**config.mk**
```make
export PLATFORM = sky130hd
export DESIGN_NAME = tennis_rally_fsm
export DESIGN_NICKNAME = d
export VERILOG_FILES = /design/src/rtl/tennis_pkg.sv /design/src/rtl/tennis_rally_fsm_edge_sync.sv /design/src/rtl/tennis_rally_fsm.sv
export SDC_FILE = /design/constraint.sdc
export NUM_CORES = 1
export LEC_CHECK = 0
export BUFFER_PORTS_ARGS = -buffer_cell sky130_fd_sc_hd__buf_2
export CORE_UTILIZATION = 43
export DETAILED_ROUTE_END_ITERATION = 16
export PLACE_DENSITY = 0.68
export SYNTH_ARGS = -nofsm -noshare
export SYNTH_HDL_FRONTEND = slang
export SYNTH_SLANG_ARGS = --single-unit
```
**constraint.sdc**
```tcl
create_clock -name clk_in -period 3.1 [get_ports clk_in]
set_input_delay 0.31 -clock clk_in [delete_from_list [all_inputs] [get_ports clk_in]]
set_output_delay 0.31 -clock clk_in [all_outputs]
set_load 0.02 [all_outputs]
```
**src/rtl/tennis_pkg.sv**
```systemverilog
// Shared definitions for the tennis game: FSM states, side encoding and
// default game geometry.
package tennis_pkg;

    typedef enum logic [2:0] {
        IDLE,
        MOVE_R,
        MOVE_L,
        POINT,
        GAME_OVER
    } state_t;

    localparam logic LEFT  = 1'b0;
    localparam logic RIGHT = 1'b1;

    localparam int DEF_COURT_W     = 16;
    localparam int DEF_WIN_SCORE   = 7;
    localparam int DEF_SCORE_W     = 4;
    localparam int DEF_POINT_TICKS = 4;

endpackage

```
**src/rtl/tennis_rally_fsm_edge_sync.sv**
```systemverilog
// Two-flop synchroniser followed by a registered rising-edge detector;
// emits a single-cycle pulse three clk edges after a rise on din.
module edge_sync (
    input  logic clk,
    input  logic rst,
    input  logic din,
    output logic pulse
);

    logic s1;
    logic s2;
    logic s3;

    always_ff @(posedge clk or negedge rst) begin
        if (!rst) begin
            s1    <= 1'b0;
            s2    <= 1'b0;
            s3    <= 1'b0;
            pulse <= 1'b0;
        end else begin
            s1    <= din;
            s2    <= s1;
            s3    <= s2;
            pulse <= s2 & ~s3;
        end
    end

endmodule

```
**src/rtl/tennis_rally_fsm.sv**
```systemverilog
// Rally controller: steps a one-hot ball across the LED court on each
// divided-clock tick, evaluates returns, keeps score and declares a winner.
module tennis_rally_fsm
    import tennis_pkg::*;
#(
    parameter int COURT_W     = DEF_COURT_W,
    parameter int WIN_SCORE   = DEF_WIN_SCORE,
    parameter int SCORE_W     = DEF_SCORE_W,
    parameter int POINT_TICKS = DEF_POINT_TICKS
) (
    input  logic               clk_in,
    input  logic               rst,
    input  logic               divided_clk,
    input  logic               btn_l,
    input  logic               btn_r,
    input  logic               serve,
    output logic [COURT_W-1:0] led,
    output logic [SCORE_W-1:0] score_l,
    output logic [SCORE_W-1:0] score_r,
    output logic               game_over,
    output logic               winner
);

    localparam int PW = $clog2(COURT_W);
    localparam int FW = $clog2(POINT_TICKS + 1);
    localparam int unsigned HALF = COURT_W / 2;

    localparam logic [PW-1:0]      LAST       = PW'(COURT_W - 1);
    localparam logic [PW-1:0]      STEP       = PW'(1);
    localparam logic [COURT_W-1:0] BALL       = COURT_W'(1);
    localparam logic [SCORE_W-1:0] WIN        = SCORE_W'(WIN_SCORE);
    localparam logic [SCORE_W-1:0] INC        = SCORE_W'(1);
    localparam logic [FW-1:0]      FLASH_LAST = FW'(POINT_TICKS - 1);
    localparam logic [FW-1:0]      FLASH_INC  = FW'(1);

    logic tick;
    logic hit_l_p;
    logic hit_r_p;
    logic serve_p;

    edge_sync u_tick  (.clk(clk_in), .rst(rst), .din(divided_clk), .pulse(tick));
    edge_sync u_btn_l (.clk(clk_in), .rst(rst), .din(btn_l),       .pulse(hit_l_p));
    edge_sync u_btn_r (.clk(clk_in), .rst(rst), .din(btn_r),       .pulse(hit_r_p));
    edge_sync u_serve (.clk(clk_in), .rst(rst), .din(serve),       .pulse(serve_p));

    state_t             state;
    logic [PW-1:0]      pos;
    logic               server;
    logic [FW-1:0]      flash;
    logic               hit_l_f;
    logic               hit_r_f;
    logic               moving;
    logic               eval_l;
    logic               eval_r;
    logic [COURT_W-1:0] low_half;

    always_comb begin
        moving = (state == MOVE_R) || (state == MOVE_L);
        eval_l = hit_l_f | hit_l_p;
        eval_r = hit_r_f | hit_r_p;
        low_half = '0;
        for (int unsigned i = 0; i < COURT_W; i++) begin
            low_half[i] = (i < HALF);
        end
    end

    // Flags live for one tick interval only, so an early press never carries over.
    always_ff @(posedge clk_in or negedge rst) begin
        if (!rst) begin
            hit_l_f <= 1'b0;
            hit_r_f <= 1'b0;
        end else if (tick) begin
            hit_l_f <= 1'b0;
            hit_r_f <= 1'b0;
        end else begin
            hit_l_f <= hit_l_f | (hit_l_p & moving);
            hit_r_f <= hit_r_f | (hit_r_p & moving);
        end
    end

    always_ff @(posedge clk_in or negedge rst) begin
        if (!rst) begin
            state     <= IDLE;
            pos       <= '0;
            server    <= LEFT;
            flash     <= '0;
            led       <= '0;
            score_l   <= '0;
            score_r   <= '0;
            game_over <= 1'b0;
            winner    <= LEFT;
        end else begin
            unique case (state)
                IDLE: begin
                    led <= '0;
                    if (serve_p) begin
                        if (server == LEFT) begin
                            pos   <= '0;
                            led   <= BALL;
                            state <= MOVE_R;
                        end else begin
                            pos   <= LAST;
                            led   <= BALL << LAST;
                            state <= MOVE_L;
                        end
                    end
                end
                MOVE_R: begin
                    if (tick) begin
                        if (pos < LAST) begin
                            pos <= pos + STEP;
                            led <= BALL << (pos + STEP);
                        end else if (eval_r) begin
                            pos   <= LAST - STEP;
                            led   <= BALL << (LAST - STEP);
                            state <= MOVE_L;
                        end else begin
                            if (score_l < WIN) score_l <= score_l + INC;
                            server <= RIGHT;
                            flash  <= '0;
                            led    <= '1;
                            state  <= POINT;
                        end
                    end
                end
                MOVE_L: begin
                    if (tick) begin
                        if (pos > '0) begin
                            pos <= pos - STEP;
                            led <= BALL << (pos - STEP);
                        end else if (eval_l) begin
                            pos   <= STEP;
                            led   <= BALL << STEP;
                            state <= MOVE_R;
                        end else begin
                            if (score_r < WIN) score_r <= score_r + INC;
                            server <= LEFT;
                            flash  <= '0;
                            led    <= '1;
                            state  <= POINT;
                        end
                    end
                end
                POINT: begin
                    if (tick) begin
                        if (flash == FLASH_LAST) begin
                            if (score_l == WIN) begin
                                winner    <= LEFT;
                                game_over <= 1'b1;
                                led       <= low_half;
                                state     <= GAME_OVER;
                            end else if (score_r == WIN) begin
                                winner    <= RIGHT;
                                game_over <= 1'b1;
                                led       <= ~low_half;
                                state     <= GAME_OVER;
                            end else begin
                                led   <= '0;
                                state <= IDLE;
                            end
                        end else begin
                            flash <= flash + FLASH_INC;
                        end
                    end
                end
                GAME_OVER: begin
                    if (serve_p) begin
                        score_l   <= '0;
                        score_r   <= '0;
                        server    <= LEFT;
                        game_over <= 1'b0;
                        led       <= '0;
                        state     <= IDLE;
                    end
                end
                default: begin
                    state <= IDLE;
                end
            endcase
        end
    end

endmodule
```
==> results.tsv, run 1 <==
metric	value	unit
status	finished clean	
wirelength	7.493	mm
fill_cells	736	
hp-class	input port to flop	
reg2reg_depth	7	
area_growth	9.793	%
antenna_cells	0	
path_class	flop to flop	
synth.top_cells.by_area	dfrtp_1 42%, ha_1 3.8%, a21oi_1 3.7%, nor2_1 3.6%, nand3_1 2.5%	
pre_cts_slack	439.4	ps
ys_ff_latch	55	
rsz0062_at_grt	false	
cp_cell_sequence	inv_1 -> ha_1 -> or3b_4 -> nor3_2 -> a2bb2oi_2 -> nand3_1 -> mux2_1	
design.core.area	7292	um^2
cts_inserted_buffers	5	
yosysMostFrequentCell	dfrtp_1	
synth_area_leader_cell	dfrtp_1	
hold_buffers	0	
setup-violations-final	0	
synth.mux.area_fraction	2.688	%
synth_ff_type	dfrtp_1	
grt_max_degree	51	
yosys-top-cells-count	55 x dfrtp_1, 31 x nor2_1, 24 x a21oi_1	
period_share	86.62	%
hpwlAfterDp	5.480	mm
synth_cell_types	65	
power-per-cell-area	849.1	nW/um^2
crit_required	3300	ps
synth_top_family_by_area	compound AO/OA/AOI/OAI gates	
vias_per_cell	5.921	
cts_setup_buffers	0	
drv_cap	0	
synth_xor_area_share	1.882	%
leakage	1.576	nW
cts_buffer_depth	2	
holdPathStages	1	
fp.dieArea	7929	um^2
timing.clock.skew	5.798	ps
period_minus_slack	2685	ps
fin_nets	384	
total_power	3.037	mW
vias	2771	
clk_latency	310	ps
rows	31	
setup_ws	414.8	ps
ant_nets	0	
placed_cell_area	3480	um^2
synth_fp_nets	361	
grt.overflow.total	0	
yosys_warnings	0	
synth_compound_area_share	22.73	%
cts_root_buffer	clkbuf_8	
firstDrtPassIters	5	
cp_slowest_cell	dfrtp_1	
seq_area	1376	um^2
drt_iter0_markers	240	
ctsHtreeMaxLevel	2	
multi_input_area	1715	um^2
io_pins	32	
worstSetupStartpointType	flop	
grt_first_pass_wirelength	12.48	mm
avgSynthCellArea	9.444	um^2
synth-simple-area-share	21.51	%
synth_area	3258	um^2
worst_pin_slew	1096	ps
drc_errors	0	
track_usage	20.43	%
ir_drop	0.0003352	V
port_buffers	31	
fin_hold_ws	93.95	ps
cp-end-kind	flop	
die_h	89.05	um
synthDominantCellAreaShare	42.24	%
cts.clk_slew.worst_paths	110	ps
routedWlPerCell	16.01	um
tns	0	ps
slew_headroom	26.95	%
async_flop_share	100.0	%
seq_area_frac_synth	42.24	%
max_freq	372.4	MHz
critPathArrivalTime	2890	ps
die_x	89.05	um
hold_viol	0	
start_util	44.68	%
antenna_found_initial	0	
grt_pass1_vias	2511	
synth_edf_count	0	
postCtsResizedCells	0	
syn_inst	345	
synth_fa_ha_area_share	3.840	%
drive_above_1_share	18.16	%
drv_slew	0	
cts_tree	built	
postLayoutCellArea	3577	um^2
path_max_fanout	12	
cts.sinks	55	
finalWeightedCongestion	0.9233	
slowest_delay	520	ps
==> metal layers <==
metal,global-route usage [%],wire length (um),vias to the layer above
met5,0,0,-
li1,-,-,1306
met1,27.11,3338,1338
met2,34.06,3559,109
met4,7.359,197,0
met3,3.139,397,18
==> cells by family (layout without fill, tap and decap cells) <==
group,Yosys count,count (layout)
flops,55,55
simple gates,124,124
xor+xnor,7,7
compound gates,105,105
fa+ha+maj,10,10
mux,8,8
buf+inv,36,60
==> report_power, final <==
part           internal (mW)  switching (mW)
sequential             0.832           0.192
combinational          0.595           0.996
clock                  0.168           0.254
==> critical path: cells and delay by family, from the launching register on <==
| family | cells | cell delay [ps] |
|---|---|---|
| AND/OR/NAND/NOR | 3 | 910 |
| multiplexers | 1 | 350 |
| AO/OA/AOI/OAI | 1 | 230 |
| flip-flops | 1 | 520 |
| adder cells (fa/ha/maj) | 1 | 410 |
| buffers and inverters | 1 | 160 |
==> per-stage QoR <==
| step | utilization, % | instances |
|---|---|---|
| after floorplan | - | 345 |
| after global placement | 47.72 | 460 |
| after detailed placement | 47.72 | 460 |
| after CTS | 49.06 | 468 |
| after global routing | 49.06 | 468 |
| final | 49.06 | 468 |
==> cells in the final DEF, fill, tap and decap left out, types with 3 or more instances in the layout <==
master	instances
a41oi_1	4
nor2b_1	8
nand2b_1	12
o221ai_1	3
buf_4	8
a211oi_1	3
nand3_1	16
nor4_1	4
nor3_2	3
a31oi_1	4
o2111ai_1	3
nand2_1	21
buf_2	31
o211ai_1	8
a21oi_1	24
xnor2_1	3
a22oi_1	3
clkbuf_8	5
o21ai_0	13
xor2_1	4
ha_1	10
nor3b_2	3
mux2_1	4
a221o_1	4
nor2_1	31
o21ai_1	8
inv_1	13
dfrtp_1	55
nand3b_1	4
and3_1	3
o31ai_1	5
==> cell type report <==
class                           count  share of cell area, %
Clock buffer                        5                  1.924
Clock inverter                      3                 0.8045
Multi-Input combinational cell    254                  47.95
Tap cell                           99                  3.463
Timing Repair Buffer               39                  6.016
Inverter                           13                  1.364
Sequential cell                    55                  38.47
==> state kept, by name (all words and copies together), names as in the netlist, 3 cells and up <==
name,count
flash,3
led,16
pos,4
score_l,4
score_r,4
state,3
==> final timing paths <==
kind                       slack [ps]         end        from
setup / recovery                  410    flash[2]      pos[0]
hold / removal                     90  u_btn_l.s1       btn_l
hold reg to reg                   360  u_btn_r.s2  u_btn_r.s1
setup reg to reg                  410    flash[2]      pos[0]
max in group asynchronous        2200  u_btn_l.s3         rst
min in group asynchronous         190      led[4]         rst
Note: power is estimated with default switching activity, not from simulation.
==> run 2, diff against run 1 <==
--- a/config.mk
+++ b/config.mk
@@ -9,6 +9,7 @@
 export CORE_UTILIZATION = 43
 export DETAILED_ROUTE_END_ITERATION = 16
 export PLACE_DENSITY = 0.68
+export SETUP_SLACK_MARGIN = 0.5
 export SYNTH_ARGS = -nofsm -noshare
 export SYNTH_HDL_FRONTEND = slang
 export SYNTH_SLANG_ARGS = --single-unit
==> run 2 against run 1 <==
  * Clock-buffer cell count unchanged
  * Die area did not move
  * Register-to-register slack better by 260 ps
  * Cell count unchanged
  * Cell area is 0.59% higher
  * Maximum frequency is 11% higher
  * Global-route usage did not move
  * Sequential share of layout area fell by 0.16 points
  * Clock power hardly changed
  * Clock skew increased by 3.3 ps
  * Worst setup slack better by 260 ps
  * Critical path type unchanged
==> results.tsv, run 2 (synthesis gave the netlist of run 1 again) <==
metric	value	unit	change
status	finished clean		
design.core.area	7292	um^2	unchanged
grt_pass1_vias	2511		unchanged
port_buffers	31		unchanged
slowest_delay	540	ps	+20 ps
grt_first_pass_wirelength	12.48	mm	unchanged
cp_slowest_cell	ha_1		
hp-class	input port to flop		
routedWlPerCell	16.19	um	+1.1%
crit_required	3300	ps	about the same
finalWeightedCongestion	0.9233		unchanged
power_switching	1.462	mW	+1.3%
mostFrequentLayoutCell	dfrtp_1		
reg2reg_depth	6		-1
tns	0	ps	unchanged
antenna_found_initial	0		unchanged
path_max_fanout	15		+3
worst_pin_slew	1089	ps	-6.505 ps
wirelength	7.578	mm	+1.1%
hpwlAfterDp	5.480	mm	unchanged
mostFrequentLayoutCells	53 x dfrtp_1, 31 x nor2_1, 31 x buf_2, 24 x a21oi_1, 21 x nand2_1		
rsz0062_at_grt	false		
period_share	78.23	%	-8.4 points
ir_drop	0.0003442	V	+2.7%
critPathArrivalTime	2630	ps	-260 ps
cp_cell_sequence	ha_1 -> and3_1 -> nand2_1 -> a2bb2oi_2 -> nand3_1 -> mux2_1		
io_pins	32		unchanged
drc_errors	0		unchanged
cts_root_buffer	clkbuf_8		
power_frac_seq	33.6	%	about the same
grt_max_degree	51		unchanged
r2r_setup_slack	670	ps	+260 ps
ctsHtreeMaxLevel	2		unchanged
timing.rr.end	flash[2]		
leakage	1.572	nW	-0.26%
track_usage	20.43	%	unchanged
clkPwrFrac	13.7	%	-0.2 points
vias_per_cell	6.021		+1.7%
holdPathStages	1		unchanged
power-per-cell-area	853.2	nW/um^2	+0.49%
max_freq	412.3	MHz	+11%
cts.clk_slew.worst_paths	110	ps	about the same
drv_cap	0		unchanged
area_growth	10.45	%	
firstDrtPassIters	5		unchanged
antenna_cells	0		unchanged
cts_inserted_buffers	5		unchanged
clk_latency	320	ps	about the same
cts_tree	built		
timing.rr.start	pos[0]		
path_class	flop to flop		
start_util	44.68	%	unchanged
grt.overflow.total	0		unchanged
p_int	1.608	mW	+0.85%
min_from	btn_l		
die_h	89.05	um	unchanged
hold_buffers	0		unchanged
period_minus_slack	2425	ps	-260.0 ps
slew_headroom	27.38	%	+0.43 points
cts.sinks	55		unchanged
setup-violations-final	0		unchanged
cts_setup_buffers	0		unchanged
power_frac_comb	52.6	%	+0.2 points
cts_buffer_depth	2		unchanged
min_to	u_btn_l.s1		
drv_slew	0		unchanged
worstSetupStartpointType	flop		
cp-end-kind	flop		
drt_iter0_markers	171		-29%
fin_nets	384		unchanged
timing.clock.skew	9.114	ps	+3.316 ps
drive_above_1_share	18.97	%	+0.81 points
hold_viol	0		unchanged
rows	31		unchanged
final_util	49.35	%	+0.29 points
vias	2818		+1.7%
fp.dieArea	7929	um^2	unchanged
p_sw_share	47.62	%	+0.12 points
ant_nets	0		unchanged
largest_reg_flops	16		unchanged
die_x	89.05	um	unchanged
largest_register	led		
-- run 2: final cells by class --
type	count	area, um^2
clock buffers	5	68.82
inverters	13	48.80
multi-input cells	254	1734
flip-flops and latches	55	1379
well taps	99	123.9
clock inverters	3	28.78
repair buffers	39	215.2
fillers	739	3694
-- run 2: worst max-delay path by stage --
stage / startpoint / slack [ps] / to / cells after the start
after global routing: pos[0] / 570 / flash[2] / 7
after floorplan: pos[0] / 880 / flash[0] / 8
final: pos[0] / 670 / flash[2] / 6
after detailed placement: pos[0] / 440 / flash[2] / 7
after CTS: pos[0] / 520 / flash[2] / 7
after global placement: pos[0] / 570 / flash[2] / 7
-- run 2: what timing repair did --
action	4_1_cts	5_1_grt
setup endpoints to repair	3	8
cloned	0	0
pin swaps	0	0
resized for setup	1	4
-- run 2: metrics by stage --
step	total power [mW]	cells	cell area, um^2	hold slack [ps]	setup WS [ps]
4_1_cts	3.033	468	3580	85.50	520.9
3_3_place_gp	2.580	460	3480	332.2	573.4
5_1_grt	3.295	468	3598	78.87	567.1
3_5_place_dp	2.597	460	3480	341.2	439.4
2_1_floorplan	2.235	345	3258	14.41	877.0
6_report	3.070	468	3598	93.73	674.8
-- run 2: metal layers --
metal / part of all wire, % / track usage, % / vias up
met3: 5.9 / 3.139 / 24
met4: 3.1 / 7.359 / 0
met2: 46 / 34.06 / 121
met1: 45 / 27.11 / 1364
met5: 0 / 0 / -
li1: - / - / 1309
-- run 2: power groups by stage --
stage	clock network [mW]	logic, mW	registers [mW]
floorplan	0	1.26	0.979
detailed placement	0	1.56	1.03
global placement	0	1.55	1.03
global route	0.457	1.78	1.05
finish	0.421	1.62	1.03
CTS	0.437	1.58	1.02
-- run 2: critical path: cells and delay by family (launching register included) --
| kind | cells | cell delay, ps |
|---|---|---|
| simple gates | 3 | 680 |
| compound gates | 1 | 250 |
| mux | 1 | 350 |
| flops | 1 | 500 |
| fa+ha+maj | 1 | 540 |
==> run 3, diff against run 2 <==
--- a/config.mk
+++ b/config.mk
@@ -5,10 +5,11 @@
 export SDC_FILE = /design/constraint.sdc
 export NUM_CORES = 1
 export LEC_CHECK = 0
+export ABC_AREA = 1
 export BUFFER_PORTS_ARGS = -buffer_cell sky130_fd_sc_hd__buf_2
 export CORE_UTILIZATION = 43
 export DETAILED_ROUTE_END_ITERATION = 16
-export PLACE_DENSITY = 0.68
+export PLACE_DENSITY = 0.71
 export SETUP_SLACK_MARGIN = 0.5
 export SYNTH_ARGS = -nofsm -noshare
 export SYNTH_HDL_FRONTEND = slang
==> constraint.sdc (replaced) <==
create_clock -name clk_in -period 2.2 [get_ports clk_in]
set_input_delay 0.22 -clock clk_in [delete_from_list [all_inputs] [get_ports clk_in]]
set_output_delay 0.22 -clock clk_in [all_outputs]
set_load 0.02 [all_outputs]
==> run 3 against run 2 <==
  * Register-to-register slack worse by 110 ps
  * Total power up 78%
  * Worst setup slack worse by 110 ps
  * Routed wire length up 1.2%
  * Clock-buffer cell count unchanged
  * Via count up 7.1%
==> results.tsv, run 3 <==
metric	value	unit	change
status	finished clean		
worstSetupStartpointType	flop		
async_flop_share	100.0	%	unchanged
cp.depth	10		+4
io_pins	32		unchanged
yosys-top-cells-count	137 x nand2_1, 55 x dfrtp_1, 46 x nand3_1		
synth_edf_count	0		unchanged
synth_area_leader_cell	dfrtp_1		
synth_xor_area_share	0.2738	%	-1.6 points
grt.overflow.total	0		unchanged
setup_ws	560.8	ps	-114.0 ps
synth_cell_types	37		-43%
crit_end	led[11]		
mostFrequentLayoutCell	nand2_1		
ctsHtreeMaxLevel	2		unchanged
timing.rr.end	led[11]		
period_minus_slack	1639	ps	-786.0 ps
r2r_setup_slack	560	ps	-110 ps
rows	31		unchanged
synth_top_family_by_area	simple AND/OR/NAND/NOR gates		
drv_slew	0		unchanged
hold_viol	0		unchanged
synth_area	3199	um^2	-1.8%
slew_headroom	56.36	%	+29 points
fin_nets	496		+29%
grt_first_pass_wirelength	11.87	mm	-4.9%
drv_cap	0		unchanged
track_usage	19.47	%	-0.97 points
drt_iter0_markers	241		+41%
startpoint	pos[0]		
synth.top_cells.by_area	dfrtp_1 43%, nand2_1 16%, nand3_1 7.2%, nor2_1 4.9%, inv_1 4.6%		
finalWeightedCongestion	0.9604		+4.0%
timing.rr.start	pos[0]		
avgSynthCellArea	7.617	um^2	-19%
power-per-cell-area	1373	nW/um^2	+61%
pre_cts_slack	325.2	ps	-114.2 ps
synth_compound_area_share	8.252	%	-14 points
synthDominantCellAreaShare	43.02	%	+0.78 points
grt_max_degree	29		-43%
critPathArrivalTime	1860	ps	-770 ps
path_class	flop to flop		
die_x	88.26	um	-0.89%
worstPathBufferInverterCount	2		+2
port_buffers	31		unchanged
path_max_fanout	14		-1
grt_pass1_vias	2652		+5.6%
yosysMostFrequentCell	nand2_1		
wirelength	7.671	mm	+1.2%
largest_register	led		
ant_nets	0		unchanged
cp_cell_sequence	ha_4 -> nand2_2 -> nor2_4 -> a21oi_4 -> buf_12 -> buf_4 -> nand3_1 -> nand3_1 -> nand2_1 -> nand2_1		
yosys_warnings	0		unchanged
cp-end-kind	flop		
vias	3019		+7.1%
cp_top_family	simple AND/OR/NAND/NOR gates		
cp_slowest_cell	dfrtp_2		
cts.clk_slew.worst_paths	110	ps	about the same
tns	0	ps	unchanged
cts_buffer_depth	2		unchanged
ir_drop	0.0005205	V	+51%
fp.dieArea	7789	um^2	-1.8%
design.core.area	7214	um^2	-1.1%
rsz0062_at_grt	true		
reg2reg_depth	10		+4
slowest_delay	450	ps	-90 ps
largest_reg_flops	16		unchanged
hp-class	flop to flop		
clk_latency	320	ps	about the same
synth_ff_type	dfrtp_1		
antenna_found_initial	0		unchanged
synth_fa_ha_area_share	3.911	%	+0.071 points
syn_inst	420		+22%
routedWlPerCell	13.23	um	-18%
ys_ff_latch	55		unchanged
seq_area_frac_synth	43.02	%	+0.78 points
drive_above_1_share	28.07	%	+9.1 points
start_util	44.35	%	-0.33 points
vias_per_cell	5.205		-14%
mostFrequentLayoutCells	129 x nand2_1, 50 x dfrtp_1, 43 x nand3_1, 32 x inv_1		
worst_pin_slew	654.7	ps	-434.6 ps
holdPathStages	0		-1
period_share	74.51	%	-3.7 points
synth.mux.area_fraction	0	%	-2.7 points
leakage	2.123	nW	+35%
cts.sinks	55		unchanged
timing.clock.skew	8.599	ps	-0.5150 ps
max_freq	610.0	MHz	+48%
firstDrtPassIters	5		unchanged
setup-violations-final	0		unchanged
antenna_cells	0		unchanged
crit_required	2420	ps	-880 ps
synth-simple-area-share	37.19	%	+16 points
hpwlAfterDp	5.122	mm	-6.5%
die_h	88.26	um	-0.89%
cts_inserted_buffers	5		unchanged
synth_fp_nets	436		+21%
cts_tree	built		
fill_cells	670		-9.3%
area_growth	24.60	%	
drc_errors	0		unchanged
cts_root_buffer	clkbuf_8		
==> run 3: cell count changes after synthesis, sizes merged, moves of 12 or more <==
| cell | delta |
|---|---|
| inv | +31 |
| nand2 | +121 |
| a21oi | -17 |
| nand2b | -12 |
| nor2 | +15 |
| nand3 | +36 |
==> run 3: worst min path at each step <==
stage	endpoint	startpoint	slack [ps]
after floorplan	flash[0]	rst	-80
after global placement	led[12]	rst	280
after detailed placement	led[12]	rst	290
after CTS	u_btn_r.s2	u_btn_r.s1	370
after global routing	u_btn_l.s2	u_btn_l.s1	370
final	u_btn_r.s2	u_btn_r.s1	360
==> run 3: routing by layer <==
layer	wire length [um]	vias to the layer above	global-route usage, %	share of wire (%)
met4	146	0	6.891	1.9
met1	3183	1409	24.36	41
met5	0	-	0	0
li1	-	1476	-	-
met3	407	16	3.731	5.3
met2	3933	118	33.57	51
==> run 3: cell type report <==
cell class / instances / area, um^2 / area share, %
clock inverters: 3 / 28.78 / 0.7219
clock buffers: 5 / 68.82 / 1.726
well taps: 99 / 123.9 / 3.107
inverters: 44 / 187.7 / 4.708
repair buffers: 60 / 417.9 / 10.48
flip-flops and latches: 55 / 1383 / 34.68
multi-input cells: 314 / 1777 / 44.57
==> run 3: timing repair <==
| item | CTS | global route |
|---|---|---|
| gates resized for setup | 11 | 62 |
| hold buffers | 5 | 0 |
| endpoints found under the setup margin | 35 | 35 |
| setup buffers | 3 | 18 |
| gates cloned | 0 | 1 |
| pin swaps | 3 | 18 |
| endpoints found under the hold margin | 31 | 0 |
==> run 3: report_power, final <==
part | switching [mW] | internal [mW] | total (mW)
Clock | 0.363 | 0.241 | 0.604
Sequential | 0.293 | 1.29 | 1.58
Combinational | 2.09 | 1.20 | 3.29
Total | 2.75 | 2.73 | 5.47
==> run 3: metrics by stage <==
stage / total power [mW] / hold slack (ps) / util [%] / area [um^2] / std cells
finish: 5.474 / 362.6 / 55.25 / 3986 / 580
global route: 5.945 / 371.1 / 55.25 / 3986 / 580
CTS: 4.873 / 367.8 / 50.43 / 3638 / 561
detailed placement: 4.166 / 292.0 / 47.76 / 3446 / 545
global placement: 4.110 / 283.6 / 47.76 / 3446 / 545
floorplan: 3.556 / -75.59 / - / 3199 / 420
==> run 3: worst register-to-register path, delay by kind of cell (launching register included) <==
| kind | cells | cell delay, ps |
|---|---|---|
| AOI/OAI and AO/OA | 1 | 100 |
| adders and majority gates | 1 | 170 |
| buffers and inverters | 2 | 290 |
| DFF | 1 | 450 |
| and+or+nand+nor | 6 | 540 |
==> run 3: logic make-up after synthesis <==
| group | after synthesis |
|---|---|
| fa+ha+maj | 10 |
| xor+xnor | 1 |
| buf+inv | 52 |
| simple gates | 259 |
| compound gates | 43 |
| flops | 55 |
